<file path="config.mk">
export PLATFORM = sky130hd
export DESIGN_NAME = bcd_counter_mod
export DESIGN_NICKNAME = d
export VERILOG_FILES = /design/src/rtl/bcd_counter_mod.sv
export SDC_FILE = /design/constraint.sdc
export NUM_CORES = 1
export LEC_CHECK = 0
export ABC_AREA = 1
export CAP_MARGIN = 20
export CORE_MARGIN = 1.5
export CORE_UTILIZATION = 35
export DETAILED_ROUTE_END_ITERATION = 8
export GPL_TIMING_DRIVEN = 0
export PLACE_DENSITY_LB_ADDON = 0.08
export SLEW_MARGIN = 10
export SYNTH_ARGS = -nofsm -noshare
export SYNTH_HDL_FRONTEND = slang
export SYNTH_SLANG_ARGS = --single-unit
</file>
<file path="constraint.sdc">
create_clock -name clk -period 3.1 [get_ports clk]
set_input_delay 0.62 -clock clk [delete_from_list [all_inputs] [get_ports clk]]
set_output_delay 0.62 -clock clk [all_outputs]
set_load 0.01 [all_outputs]
</file>
<file path="src/rtl/bcd_counter_mod.sv">
// bcd_counter_mod: two-digit BCD counter with modulus MODULO (2..100) and
// reset value INIT. The value is kept as a ones digit, a tens digit and a
// matching binary copy, so no conversion logic sits on the output path.
// Optional feature macro: BCD_CNT_DOWN_EN adds the up_dn port and down counting.
// Per-cycle priority: clear, then load, then a tick (tick_in && enable).
module bcd_counter_mod #(
    parameter int MODULO = 60,
    parameter int INIT   = 0
) (
    input  logic       clk,
    input  logic       reset_n,
    input  logic       tick_in,
    input  logic       enable,
`ifdef BCD_CNT_DOWN_EN
    input  logic       up_dn,
`endif
    input  logic       clear,
    input  logic       load,
    input  logic [3:0] load_dec1,
    input  logic [3:0] load_dec10,
    output logic [3:0] dec1,
    output logic [3:0] dec10,
    output logic [6:0] cnt_bin,
    output logic       carry,
    output logic       load_err
);

    // Elaboration guards: an out-of-range modulus or reset value must not build.
    if (MODULO < 2 || MODULO > 100) begin : g_bad_modulo
        $error("bcd_counter_mod: MODULO must be in 2..100");
    end
    if (INIT < 0 || INIT >= MODULO) begin : g_bad_init
        $error("bcd_counter_mod: INIT must be in 0..MODULO-1");
    end

    // Digit and binary forms of the terminal value and the reset value.
    localparam logic [3:0] TOP_D1   = 4'((MODULO - 1) % 10);
    localparam logic [3:0] TOP_D10  = 4'((MODULO - 1) / 10);
    localparam logic [6:0] TOP_BIN  = 7'(MODULO - 1);
    localparam logic [3:0] INIT_D1  = 4'(INIT % 10);
    localparam logic [3:0] INIT_D10 = 4'(INIT / 10);
    localparam logic [6:0] INIT_BIN = 7'(INIT);
    localparam logic [7:0] MOD_W    = 8'(MODULO);

    logic [3:0] dec1_reg,     dec1_next;
    logic [3:0] dec10_reg,    dec10_next;
    logic [6:0] cnt_bin_reg,  cnt_bin_next;
    logic       carry_reg,    carry_next;
    logic       load_err_reg, load_err_next;

    logic       count_up;
    logic       at_top;
    logic       at_zero;
    logic       load_ok;
    logic [7:0] load_bin;

`ifdef BCD_CNT_DOWN_EN
    assign count_up = up_dn;
`else
    assign count_up = 1'b1;
`endif

    // The terminal tests compare digits directly, so they cost two small
    // comparators rather than a binary compare against MODULO-1.
    assign at_top  = (dec1_reg == TOP_D1) && (dec10_reg == TOP_D10);
    assign at_zero = (dec1_reg == 4'd0) && (dec10_reg == 4'd0);

    // Load is accepted only for real BCD digits forming a value below MODULO.
    // 8 bits covers the worst case 15*10+15 of non-BCD digits without wrap.
    assign load_bin = ({4'd0, load_dec10} * 8'd10) + {4'd0, load_dec1};
    assign load_ok  = (load_dec1 <= 4'd9) && (load_dec10 <= 4'd9) && (load_bin < MOD_W);

    // Next-state selection: clear beats load beats counting; strobes default low.
    always_comb begin
        dec1_next     = dec1_reg;
        dec10_next    = dec10_reg;
        cnt_bin_next  = cnt_bin_reg;
        carry_next    = 1'b0;
        load_err_next = 1'b0;
        if (clear) begin
            dec1_next    = 4'd0;
            dec10_next   = 4'd0;
            cnt_bin_next = 7'd0;
        end else if (load) begin
            if (load_ok) begin
                dec1_next    = load_dec1;
                dec10_next   = load_dec10;
                cnt_bin_next = load_bin[6:0];
            end else begin
                load_err_next = 1'b1;
            end
        end else if (tick_in && enable) begin
            if (count_up) begin
                if (at_top) begin
                    dec1_next    = 4'd0;
                    dec10_next   = 4'd0;
                    cnt_bin_next = 7'd0;
                    carry_next   = 1'b1;
                end else if (dec1_reg == 4'd9) begin
                    dec1_next    = 4'd0;
                    dec10_next   = dec10_reg + 4'd1;
                    cnt_bin_next = cnt_bin_reg + 7'd1;
                end else begin
                    dec1_next    = dec1_reg + 4'd1;
                    cnt_bin_next = cnt_bin_reg + 7'd1;
                end
            end else begin
                if (at_zero) begin
                    dec1_next    = TOP_D1;
                    dec10_next   = TOP_D10;
                    cnt_bin_next = TOP_BIN;
                    carry_next   = 1'b1;
                end else if (dec1_reg == 4'd0) begin
                    dec1_next    = 4'd9;
                    dec10_next   = dec10_reg - 4'd1;
                    cnt_bin_next = cnt_bin_reg - 7'd1;
                end else begin
                    dec1_next    = dec1_reg - 4'd1;
                    cnt_bin_next = cnt_bin_reg - 7'd1;
                end
            end
        end
    end

    // State register; reset loads INIT and kills any pending carry/load_err pulse.
    always_ff @(posedge clk or negedge reset_n) begin
        if (!reset_n) begin
            dec1_reg     <= INIT_D1;
            dec10_reg    <= INIT_D10;
            cnt_bin_reg  <= INIT_BIN;
            carry_reg    <= 1'b0;
            load_err_reg <= 1'b0;
        end else begin
            dec1_reg     <= dec1_next;
            dec10_reg    <= dec10_next;
            cnt_bin_reg  <= cnt_bin_next;
            carry_reg    <= carry_next;
            load_err_reg <= load_err_next;
        end
    end

    assign dec1     = dec1_reg;
    assign dec10    = dec10_reg;
    assign cnt_bin  = cnt_bin_reg;
    assign carry    = carry_reg;
    assign load_err = load_err_reg;

endmodule

</file>
; Yosys cells after proc, flatten, opt, wreduce, memory -nomap -nowiden
; Index checks and enable logic that the tools add are counted.
; W data, S select, Z words.
[op_classes]
multipliers = 1
mux = 24
n_lt_le_gt_ge = 3
n_eq_ne = 3
addsub = 4
n_reduce_logical = 8
[ops]
columns = op, n
row1 = $mux W4, 12
row2 = $mux W7, 5
row3 = $add A4 B1 Y4 const B, 2
row4 = $add A8 B4 Y8, 1
row5 = $le A4 B4 Y1 const B, 2
row6 = $lt A8 B6 Y1 const B, 1
row7 = $add A7 B1 Y7 const B, 1
row8 = $mul A4 B3 Y7 const B, 1
row9 = $mux W1, 7
row10 = $eq A4 B3 Y1 const B, 1
row11 = $eq A4 B4 Y1 const B, 1
row12 = $logic_and A1 B1 Y1, 4
row13 = $reduce_bool A4 Y1, 1
row14 = $ne A3 B2 Y1 const B, 1
row15 = $reduce_and A3 Y1, 1
row16 = $reduce_bool A3 Y1, 1
row17 = $reduce_and A2 Y1, 1
[totals]
register_bits = 17
output_inout_bits = 17
in_bits = 14
word_cells = 48

; Depth between registers and ports, before layout
[logic_depth]
depth_word = 7
depth_mapped = 16
depth_no_buf = 15

; Least setup slack after synthesis
; Ideal clock, no wire load.
[synth_timing]
path_type = input port to flip-flop
startpoint = in load_dec10[1]
endpoint = reg cnt_bin_reg[4] (netlist: cnt_bin[4])
cell_stages = 15
path_buffers = 1
setup_slack_ns = 0.440
setup_ns = 0.117
t_arrival_ns = 2.543
required_time_ns = 2.983
path_cell_list = ha_1 -> ha_1 -> fa_1 -> nand2_2 -> nor2_1 -> nand2_1 -> nand3_1 -> nand2_1 -> nor2_1 -> nand2_1 -> nand2_2 -> nand2_4 -> buf_6 -> nand2_1 -> nand2_1
[synth_via]
elab_chain_len = 6
word_cells_on_any_way = 11
cone_classes = add/sub (1) / mul (1) / order compare (2) / eq/ne (1) / mux (3) / reduce/logical (3)
[synth_rtl]
columns = item, line_no
row1 = "start, declared", 20  ; input logic [3:0] load_dec10,
row2 = $mul A4 B3 Y7, 70  ; assign load_bin = ({4'd0, load_dec10} * 8'd10) + {4'd0, load_dec1};
row3 = $add A8 B4 Y8, 70
row4 = $lt A8 B6 Y1, 71  ; assign load_ok = (load_dec1 <= 4'd9) && (load_dec10 <= 4'd9) && (load_bin < MOD_W);
row5 = $logic_and A1 B1 Y1, 71
row6 = $ne A3 B2 Y1 (no source line), --
row7 = $reduce_and A2 Y1 (no source line), --
row8 = "end signal, assigned", 136  ; cnt_bin_reg <= cnt_bin_next;
row9 = "end, declared", 47  ; logic [6:0] cnt_bin_reg, cnt_bin_next;
; Several ways; a longest one is shown, not always the timed one. The select of a mux whose other input is x is not followed.
; A chain may end at the register's enable or synchronous reset.

; Final worst setup path
[layout_timing]
startpoint = in load_dec10[2]
endpoint = reg cnt_bin_reg[6] (netlist: cnt_bin[6])
; The elaborated chain is that of the path after synthesis.

==> flow_metrics.env <==
export IMPL_global_route_wire_length_before_repair_mm=5.982
export IMPL_max_cap_viol_count=0
export IMPL_worst_hold_path_type="reg -> reg"
export IMPL_drc=0
export IMPL_grt_util_met1_pct=23.65
export IMPL_clock_skew_ns=0.0007271
export IMPL_worst_path_most_repeated_cell="sky130_fd_sc_hd__nand2_1"
export IMPL_end_kind="register"
export IMPL_p_per_area_mw_per_mm2=405.9
export IMPL_postSynthRegisterBits=17
export IMPL_fin_area_sq_mm=0.001836
export IMPL_drt_vias_per_instance=4.775
export IMPL_synthSimpleGateAreaFrac_pct=33.27
export IMPL_setup_viol_count_final=0
export IMPL_place_gp_congestion=0.7605
export IMPL_crit_type="in -> reg"
export IMPL_clock_path_buffers=2
export IMPL_layout_cells_most_common="sky130_fd_sc_hd__nand2_1"
export IMPL_vias=1380
export IMPL_nNetsFinal=268
export IMPL_syn_cell_area_sq_mm=0.001425
export IMPL_largest_reg_flops=7
export IMPL_largest_family_of_logic_cells_by_synthesized_area="simple AND/OR/NAND/NOR gates"
export IMPL_critical_path_slowest_cell="sky130_fd_sc_hd__fa_2"
export IMPL_leakage_nw=0.9328
export IMPL_cts_hold_fix_buffers=0
export IMPL_detail_route_wl_per_cell_um=12.07
export IMPL_area_growth_syn_to_layout_pct=28.80
export IMPL_yosysUniqueCellTypes=24
export IMPL_grt_overflow_total=0
export IMPL_fin_tns_setup_ns=0
export IMPL_cp_data_required_time_ns=3.25
export IMPL_number_of_global_route_vias_before_repair=1259
export IMPL_grt_use_total_pct=17.48
export IMPL_synth_compound_area_share_pct=11.33
export IMPL_hold_viol=0
export IMPL_cts_inserted_buffers=3
export IMPL_initial_core_util_pct=36.15
export IMPL_port_buffers=30
export IMPL_ys_seq_area_share_pct=29.85
export IMPL_fp_dieH_um=66.81
export IMPL_grt_max_degree=18
export IMPL_num_fill_cells=421
export IMPL_routed_wl_mm=3.487
export IMPL_antenna_found_initial=0
export IMPL_postSynthNetCount=232
export IMPL_rsz_0062_raised_after_global_routing="no"
export IMPL_cp_num_buf_inv=3
export IMPL_cts_clk_slew_worst_paths_ns=0.07
export IMPL_post_route_min_period_ns=2.804
export IMPL_clkSinkCount=17
export IMPL_fin_worst_hold_slack_ns=0.5415
export IMPL_share_of_cells_above_drive_strength_1_pct=8.368
export IMPL_antennaDiodeCount=0
export IMPL_die_width_um=66.81
export IMPL_max_slew_margin_rel_pct=45.06
export IMPL_buffer_cell_driving_the_clock_tree_root="sky130_fd_sc_hd__clkbuf_8"
export IMPL_period_share_pct=90.46
export IMPL_layout_common_cells="sky130_fd_sc_hd__nand2_1 (67), sky130_fd_sc_hd__clkdlybuf4s50_1 (26), sky130_fd_sc_hd__inv_1 (24), sky130_fd_sc_hd__nand3_1 (22), sky130_fd_sc_hd__dfrtp_1 (17)"
export IMPL_worst_ir_drop_vdd_v=0.0003156
export IMPL_met2_usage_pct=29.63
export IMPL_arrival_ns=2.95
export IMPL_critical_path_cell_by_cell="dlygate4sd2_1 -> ha_1 -> ha_1 -> fa_2 -> buf_4 -> nand3_1 -> nand3_1 -> nor2_1 -> nor2_1 -> nand2_1 -> nand2_2 -> nand2_4 -> buf_6 -> nand2_1 -> nand2_1"
export IMPL_die_area_sq_mm=0.004464
export IMPL_synth_area_mux_share_pct=0
export IMPL_rows=23
export IMPL_tritoncts_clock_tree="yes"
export IMPL_final_antenna_net_count=0
export IMPL_outcome="completed"
export IMPL_firstDrtPassIters=4
export IMPL_grtUsageMet3_pct=3.716
export IMPL_core_sq_mm=0.003943
export IMPL_report_final_slew_viol_count=0
export IMPL_tightest_slew_ns=0.8215
export IMPL_top_usage_layer="met2"
export IMPL_synth_adder_area_share_pct=13.35
export IMPL_fmax_mhz=356.6
export IMPL_floorplan_io_pins=31
export IMPL_drt_iter0_drc=64
export IMPL_timing_critical_path_slowest_cell_delay_ns=0.56
export IMPL_cp_start_kind="primary input"
export IMPL_clock_insertion_delay_at_the_later_pin_of_the_skew_report_ns=0.25
export IMPL_clock_tree_htree_level_count=1
export IMPL_synthXorXnorAreaFrac_pct=3.687
export IMPL_dpl_hpwl_mm=2.702
export IMPL_postPlaceCellArea_sq_mm=0.001788
export IMPL_crit_fanout=10
export IMPL_post_route_util_pct=46.56
export IMPL_fin_total_pwr_w=0.0007450
export IMPL_critPathTopFamily="adder cells"
export IMPL_postSynthCellCount=204
export IMPL_yosys_warns=0
export IMPL_syn_avg_cell_area_sq_um=6.986
==> layer usage <==
layer	share of wire, %	routed length, um
met1	48	1684
met2	48	1663
met3	3.6	124
met4	0.40	14
met5	0	0
==> timing repair <==
action | in CTS | in global routing
pin swaps | 0 | 1
setup buffers | 0 | 1
setup endpoints to repair | 16 | 16
resized for setup | 4 | 5
==> cells by family (layout without fill, tap and decap cells) <==
| group | Yosys count | after routing |
|---|---|---|
| adder cells (fa/ha/maj) | 14 | 14 |
| XOR/XNOR | 6 | 6 |
| flip-flops | 17 | 17 |
| buffers and inverters | 29 | 64 |
| AO/OA/AOI/OAI | 26 | 26 |
| AND/OR/NAND/NOR | 112 | 112 |
==> cells in the mapped netlist <==
| master | count | area share, % |
|---|---|---|
| sky130_fd_sc_hd__o21ai_0 | 10 | 3.5 |
| sky130_fd_sc_hd__xor2_1 | 3 | 1.8 |
| sky130_fd_sc_hd__a31oi_1 | 1 | 0.44 |
| sky130_fd_sc_hd__inv_2 | 1 | 0.26 |
| sky130_fd_sc_hd__a22oi_1 | 3 | 1.6 |
| sky130_fd_sc_hd__nand2_4 | 1 | 0.79 |
| sky130_fd_sc_hd__nand2_1 | 67 | 18 |
| sky130_fd_sc_hd__a21oi_1 | 4 | 1.4 |
| sky130_fd_sc_hd__nor2_1 | 14 | 3.7 |
| sky130_fd_sc_hd__inv_1 | 24 | 6.3 |
| sky130_fd_sc_hd__nand2_2 | 2 | 0.88 |
| sky130_fd_sc_hd__xnor2_1 | 3 | 1.8 |
| sky130_fd_sc_hd__buf_4 | 1 | 0.53 |
| sky130_fd_sc_hd__nand4_1 | 5 | 2.2 |
| sky130_fd_sc_hd__clkbuf_1 | 1 | 0.26 |
| sky130_fd_sc_hd__buf_2 | 1 | 0.35 |
| sky130_fd_sc_hd__dfrtp_1 | 17 | 30 |
| sky130_fd_sc_hd__o22ai_1 | 3 | 1.3 |
| sky130_fd_sc_hd__buf_6 | 1 | 0.79 |
| sky130_fd_sc_hd__o21ai_2 | 5 | 3.1 |
| sky130_fd_sc_hd__nand3_1 | 22 | 7.7 |
| sky130_fd_sc_hd__nor3_1 | 1 | 0.35 |
| sky130_fd_sc_hd__ha_1 | 12 | 11 |
| sky130_fd_sc_hd__fa_1 | 2 | 2.8 |
==> layout make-up <==
class | instances | area (sq um) | share of cell area, %
clock inverters | 1 | 5.005 | 0.2727
repair buffers | 31 | 299.0 | 16.29
well taps | 50 | 62.56 | 3.408
clock buffers | 3 | 41.29 | 2.249
plain buffers | 4 | 27.53 | 1.500
multi-input cells | 158 | 880.8 | 47.99
flip-flops and latches | 17 | 425.4 | 23.18
inverters | 25 | 93.84 | 5.112
==> path summary, 6_finish.rpt <==
check	from	endpoint	slack, ns	depth (start not counted)
min in group asynchronous	reset_n	cnt_bin[4]	0.84	1
setup reg to reg	dec1[1]	cnt_bin[1]	1.30	9
hold reg to reg	cnt_bin[3]	cnt_bin[3]	0.54	2
hold / removal	cnt_bin[3]	cnt_bin[3]	0.54	2
setup / recovery	load_dec10[2]	cnt_bin[6]	0.30	15
max in group asynchronous	reset_n	dec10[2]	1.75	1
==> worst min-delay path, stage by stage (launching register included) <==
cell	delay [ns]
sky130_fd_sc_hd__dfrtp_1	0.39
sky130_fd_sc_hd__nand2_1	0.08
sky130_fd_sc_hd__o21ai_2	0.05
==> report_power, final <==
group / switching (W) / internal [W] / total (W)
Combinational: 0.000146 / 0.000137 / 0.000283
Clock: 0.0000815 / 0.0000893 / 0.000171
Sequential: 0.0000402 / 0.000250 / 0.000291
==> stage by stage <==
step | worst slack [ns] | instances
after global routing | 0.03394 | 289
after floorplan | 0.4402 | 204
after CTS | 0.05939 | 288
final | 0.2957 | 289
after global placement | -0.4144 | 284
after detailed placement | -0.4499 | 284
(Power assumes the default switching activity.)
